$ cat src/rtl/cpu_muldiv_unit.sv
// RV M-extension execute unit: multi-cycle multiply and iterative radix-2 divide,
// issued and retired through the same tag handshake as the ALU execute stage.
module cpu_muldiv_unit #(
  parameter int XLEN       = 32,
  parameter int TAG_WIDTH  = 8,
  parameter int MUL_STAGES = 2
) (
  input  logic                 i_clock,
  input  logic                 i_reset,
  input  logic                 i_stall,
  input  logic [TAG_WIDTH-1:0] i_tag,
  input  logic [2:0]           i_op,
  input  logic [XLEN-1:0]      i_rs1,
  input  logic [XLEN-1:0]      i_rs2,
  input  logic [4:0]           i_inst_rd,
  output logic [TAG_WIDTH-1:0] o_tag,
  output logic [4:0]           o_inst_rd,
  output logic [XLEN-1:0]      o_rd,
  output logic                 o_stall
);

  localparam int CNT_MAX = (XLEN > MUL_STAGES) ? XLEN : MUL_STAGES;
  localparam int CNT_W   = $clog2(CNT_MAX) + 1;

  typedef enum logic [1:0] {S_IDLE, S_MUL, S_DIV, S_FIN} state_t;

  state_t                 state_q, state_d;
  logic [CNT_W-1:0]       cnt_q, cnt_d;
  logic [2:0]             op_q, op_d;
  logic [XLEN-1:0]        a_q, a_d, b_q, b_d;
  logic [XLEN-1:0]        quo_q, quo_d, rem_q, rem_d, dvs_q, dvs_d;
  logic                   early_q, early_d;
  logic [4:0]             rd_q, rd_d;
  logic [TAG_WIDTH-1:0]   tag_q, tag_d;
  logic [TAG_WIDTH-1:0]   out_tag_q, out_tag_d;
  logic [4:0]             out_rd_q, out_rd_d;
  logic [XLEN-1:0]        out_res_q, out_res_d;

  logic                   div_zero, div_ovf;
  logic [XLEN-1:0]        early_res, fin_res;
  logic [XLEN:0]          trial, diff;

  function automatic logic [XLEN-1:0] mul_result(input logic [2:0] op,
                                                 input logic [XLEN-1:0] a,
                                                 input logic [XLEN-1:0] b);
    logic signed [2*XLEN-1:0] ea, eb, p;
    ea = (op == 3'd1 || op == 3'd2) ? {{XLEN{a[XLEN-1]}}, a} : {{XLEN{1'b0}}, a};
    eb = (op == 3'd1) ? {{XLEN{b[XLEN-1]}}, b} : {{XLEN{1'b0}}, b};
    p  = ea * eb;
    return (op == 3'd0) ? p[XLEN-1:0] : p[2*XLEN-1:XLEN];
  endfunction

  function automatic logic [XLEN-1:0] abs_val(input logic [XLEN-1:0] v, input logic is_signed);
    return (is_signed && v[XLEN-1]) ? -v : v;
  endfunction

  // Quotient negated when operand signs differ; remainder follows the dividend sign.
  function automatic logic [XLEN-1:0] sign_fix(input logic [2:0] op,
                                               input logic [XLEN-1:0] a,
                                               input logic [XLEN-1:0] b,
                                               input logic [XLEN-1:0] quo,
                                               input logic [XLEN-1:0] rem);
    logic signed [XLEN-1:0] q, r;
    q = quo;
    r = rem;
    if (!op[0]) begin
      if (a[XLEN-1] ^ b[XLEN-1]) q = -q;
      if (a[XLEN-1]) r = -r;
    end
    return op[1] ? r : q;
  endfunction

  assign o_stall   = (i_tag != out_tag_q);
  assign o_tag     = out_tag_q;
  assign o_inst_rd = out_rd_q;
  assign o_rd      = out_res_q;

  assign div_zero  = (i_rs2 == '0);
  assign div_ovf   = !i_op[0] && (i_rs1 == {1'b1, {(XLEN-1){1'b0}}}) && (i_rs2 == '1);
  assign early_res = div_zero ? (i_op[1] ? i_rs1 : '1) : (i_op[1] ? '0 : i_rs1);

  assign trial = {rem_q, quo_q[XLEN-1]};
  assign diff  = trial - {1'b0, dvs_q};

  assign fin_res = !op_q[2] ? mul_result(op_q, a_q, b_q) :
                   early_q  ? quo_q : sign_fix(op_q, a_q, b_q, quo_q, rem_q);

  always_comb begin
    state_d   = state_q;
    cnt_d     = cnt_q;
    op_d      = op_q;
    a_d       = a_q;
    b_d       = b_q;
    quo_d     = quo_q;
    rem_d     = rem_q;
    dvs_d     = dvs_q;
    early_d   = early_q;
    rd_d      = rd_q;
    tag_d     = tag_q;
    out_tag_d = out_tag_q;
    out_rd_d  = out_rd_q;
    out_res_d = out_res_q;
    case (state_q)
      S_IDLE: begin
        if (o_stall && !i_stall) begin
          op_d    = i_op;
          a_d     = i_rs1;
          b_d     = i_rs2;
          rd_d    = i_inst_rd;
          tag_d   = i_tag;
          early_d = 1'b0;
          if (!i_op[2]) begin
            if (MUL_STAGES == 1) begin
              state_d = S_FIN;
            end else begin
              state_d = S_MUL;
              cnt_d   = CNT_W'(MUL_STAGES - 2);
            end
          end else if (div_zero || div_ovf) begin
            early_d = 1'b1;
            quo_d   = early_res;
            state_d = S_FIN;
          end else begin
            quo_d   = abs_val(i_rs1, !i_op[0]);
            dvs_d   = abs_val(i_rs2, !i_op[0]);
            rem_d   = '0;
            cnt_d   = CNT_W'(XLEN - 1);
            state_d = S_DIV;
          end
        end
      end
      S_MUL: begin
        if (cnt_q == '0) state_d = S_FIN;
        else cnt_d = cnt_q - CNT_W'(1);
      end
      // Restoring shift-subtract: one quotient bit per edge, MSB first.
      S_DIV: begin
        if (!diff[XLEN]) begin
          rem_d = diff[XLEN-1:0];
          quo_d = {quo_q[XLEN-2:0], 1'b1};
        end else begin
          rem_d = trial[XLEN-1:0];
          quo_d = {quo_q[XLEN-2:0], 1'b0};
        end
        if (cnt_q == '0) state_d = S_FIN;
        else cnt_d = cnt_q - CNT_W'(1);
      end
      S_FIN: begin
        if (!i_stall) begin
          out_res_d = fin_res;
          out_rd_d  = rd_q;
          out_tag_d = tag_q;
          state_d   = S_IDLE;
        end
      end
      default: state_d = S_IDLE;
    endcase
  end

  always_ff @(posedge i_clock or posedge i_reset) begin
    if (i_reset) begin
      state_q   <= S_IDLE;
      cnt_q     <= '0;
      op_q      <= '0;
      a_q       <= '0;
      b_q       <= '0;
      quo_q     <= '0;
      rem_q     <= '0;
      dvs_q     <= '0;
      early_q   <= 1'b0;
      rd_q      <= '0;
      tag_q     <= '0;
      out_tag_q <= '0;
      out_rd_q  <= '0;
      out_res_q <= '0;
    end else begin
      state_q   <= state_d;
      cnt_q     <= cnt_d;
      op_q      <= op_d;
      a_q       <= a_d;
      b_q       <= b_d;
      quo_q     <= quo_d;
      rem_q     <= rem_d;
      dvs_q     <= dvs_d;
      early_q   <= early_d;
      rd_q      <= rd_d;
      tag_q     <= tag_d;
      out_tag_q <= out_tag_d;
      out_rd_q  <= out_rd_d;
      out_res_q <= out_res_d;
    end
  end

endmodule
$ cat config.mk
export PLATFORM = sky130hd
export DESIGN_NAME = cpu_muldiv_unit
export DESIGN_NICKNAME = d
export VERILOG_FILES = /design/src/rtl/cpu_muldiv_unit.sv
export SDC_FILE = /design/constraint.sdc
export NUM_CORES = 2
export LEC_CHECK = 0
export BUFFER_PORTS_ARGS = -buffer_cell sky130_fd_sc_hd__buf_4
export CELL_PAD_IN_SITES_DETAIL_PLACEMENT = 0
export CELL_PAD_IN_SITES_GLOBAL_PLACEMENT = 1
export CORE_AREA = 2 2 379 381
export CTS_CLUSTER_DIAMETER = 40
export DETAILED_ROUTE_END_ITERATION = 10
export DIE_AREA = 0 0 381 383
export HOLD_SLACK_MARGIN = 0.12
export PLACE_DENSITY = 0.84
export SYNTH_ARGS = -nofsm -noshare
export SYNTH_HDL_FRONTEND = slang
export SYNTH_SLANG_ARGS = --single-unit
$ cat constraint.sdc
create_clock -name i_clock -period 12.6 [get_ports i_clock]
set_input_delay 0.63 -clock i_clock [delete_from_list [all_inputs] [get_ports i_clock]]
set_output_delay 0.63 -clock i_clock [all_outputs]
set_load 0.02 [all_outputs]
==> impl_results.md <==
- DRT iter0 DRCs: 4520
- Clock Path Buffers: 3
- Pre-antenna DRT Iters: 8
- CTS HTree Levels: 1
- Crit. End Element: flip-flop
- Vias: about 48000
- Dominant synthesized flop cell: dfrtp_1
- Worst-Skew Late Latency: 0.65 ns
- Rel. slew slack: 19.45%
- Crit-path max FO: 29
- Total CTS buffers: 30
- Hold Crit Class: in2async
- Mapped Cells: 6909
- # DRC: 0
- Seq/Total Area, Yosys: a little under a tenth
- Synth cell count leaders: inv_1, fa_1, nand2_1, and2_1, ha_1
- Clock skew: a little under 0.08 ns
- FF-to-FF path depth: 29
- Initial antenna violation count: 16
- TNS Setup: 0 ns
- Worst EP arrival: between 10 and 15 ns
- Final WL: between 200000 and 250000 um
- Yosys warns: 0
- Area leader, netlist: fa_1
- Placed Cells: slightly below 9000
- Post-synth EDFFs: 0
- Input/output buffers: 128
- Worst-path clk slew: approximately 0.06 ns
- Synth top area share: ~45%
- GPL Wtd Cong: around 1.0
- R2R Path End: o_rd[31]
- Post-CTS setup buffer count: 0
- Starting Density: 44.52%
- Die Span X: 381 um
- CTS tree: yes
- Root buf cell: clkbuf_16
- Mapped Avg Cell Area: ~9.2 um^2
- Syn nets: 8805
- Layout cells sized above 1: approximately 6.4%
- Sink Count: 230
- Total die area: approximately 0.15 mm^2
- Mean routed wirelength per cell: 23.86 um
- Fmax: 92.16 MHz
- Crit-path max cell delay: between 1 and 1.5 ns
- Final Hold Fails: 0
- Nets: roughly 8700
- RSZ-0062 raised after global routing: false
- Site Rows: approximately 140
- Design area: ~0.067 mm^2
- CP startpoint kind: flip-flop
- Yosys reg bits: 230
- Worst Max-Slew Pin Slew: 1.208 ns
- Max-slew violations: 0
- CORE AREA: around 0.14 mm^2
- R2R Setup Slk: about 1.7 ns
- Netlist cell types: between 100 and 150
- Largest net degree at the start of global routing: roughly 100
- Cts hold-fix bufs: 0
- Vias/cell: around 5.5
- GRT Util Overall: a little under 30%
- Main area contributors after synthesis: fa_1, inv_1, dfrtp_1
- # fillers: between 10000 and 15000
- Die height: approximately 380 um
- Outcome: finished clean
- Number of max-cap violations: 0
- Worst Path Class, Setup: reg2reg
- GRT overflow: 0
- Fin cells: around 8800
- Vias in the first global route: 51590
- Top-count cell post-synth: inv_1
- Mapped Area: 0.06333 mm^2
- WP data required: approximately 13 ns
- Min cycle time layout: between 10 and 15 ns
- Fin util: ~47%
- Setup violators final: 0
- Slowest cell on the critical path: fa_1
- Period utilization: 86.12%
- Asr flop ratio synth: 100.0%
- Area added between synthesis and finish: 6.012%
- Post-CTS sizing: 0
- Cell repeated most along the worst path: fa_1
- First-pass GRT wire length: 324300 um
- Placed wire-length estimate: roughly 170000 um
- Ports: between 100 and 150
- DP Area: between 0.06 and 0.07 mm^2
- FF-to-FF Start: op_q[2]
- Routed Antenna Nets: 0
-- logic make-up (layout without fill, tap and decap cells) --
kind of cell             Yosys count  count (layout)  share of synthesized area [%]
XOR/XNOR                         209             209                          2.920
flip-flops                       230             230                          9.087
buffers and inverters           1929            1863                          11.65
AO/OA/AOI/OAI                    753             753                          7.434
AND/OR/NAND/NOR                 1845            1845                          14.03
other                              0               7                              0
adder cells (fa/ha/maj)         1817            1817                          52.74
multiplexers                     126             126                          2.141
-- stage by stage --
stage / hold WS (ns) / worst slack, ns
2_1_floorplan: 0.4331 / 3.019
3_3_place_gp: 0.4399 / 2.031
3_5_place_dp: 0.4480 / 1.911
4_1_cts: 0.1895 / 1.830
5_1_grt: 0.2411 / 1.287
6_report: 0.1707 / 1.749
-- how the worst max path moves through the flow --
| stage | startpoint | slack, ns | depth (start not counted) | endpoint |
|---|---|---|---|---|
| 6_report | op_q[2] | 1.75 | 29 | o_rd[31] |
| 5_1_grt | op_q[2] | 1.29 | 28 | o_rd[31] |
| 4_1_cts | op_q[2] | 1.83 | 29 | o_rd[31] |
| 3_5_place_dp | op_q[2] | 1.91 | 29 | o_rd[31] |
| 3_3_place_gp | op_q[2] | 2.03 | 29 | o_rd[31] |
| 2_1_floorplan | op_q[2] | 3.02 | 31 | o_rd[31] |
-- worst max-delay path: cells and delay by family (launching register included) --
kind	cells	cell delay [ns]
adders and majority gates	11	6.46
DFF	1	0.36
AOI/OAI and AO/OA	4	0.97
xor gates and xnor gates	1	0.10
buffers and inverters	7	0.95
and+or+nand+nor	6	1.89
-- placed cells by master, fill, tap and decap left out, drive strengths merged, types with 26 or more instances in the layout --
cell type,count
a21oi,220
fa,1422
nand2,892
mux2i,50
inv,1582
ha,391
a31oi,36
xnor2,143
nor3,47
and2,477
a21o,49
nor2b,26
nor2,215
xor2,66
clkbuf,34
a221oi,28
o21ai,225
mux2,76
nor4,26
dfrtp,230
and3,33
nand3,26
buf,230
-- state kept, by name, summed over array words and instances, names as in the netlist --
signal and flops:
rem_q 32, o_tag 8, b_q 32, o_rd 32, tag_q 8, dvs_q 32, quo_q 32, a_q 32
o_inst_rd 5, early_q 1, state_q 2, cnt_q 6, rd_q 5, op_q 3
-- layout make-up --
cell class	instances	area, um^2	area share [%]
Multi-Input combinational cell	4750	50220	74.80
Inverter	1577	5927	8.827
Sequential cell	230	5774	8.600
Tap cell	1903	2381	3.546
Timing Repair Buffer	230	1739	2.590
Clock buffer	34	785.8	1.170
Clock inverter	22	295.3	0.4398
Antenna cell	7	17.52	0.02609
-- metal layers --
metal / vias to the layer above / global-route usage, % / wire, um
met3: 356 / 5.694 / 20650
met1: 25182 / 41.25 / 85890
li1: 20605 / - / -
met2: 2327 / 46.28 / 95080
met4: 10 / 8.805 / 7175
met5: - / 0 / 70
Power is left out: the tool's default activity adds up to more than one toggle a clock period on the data nets, which glitch-free logic cannot reach.
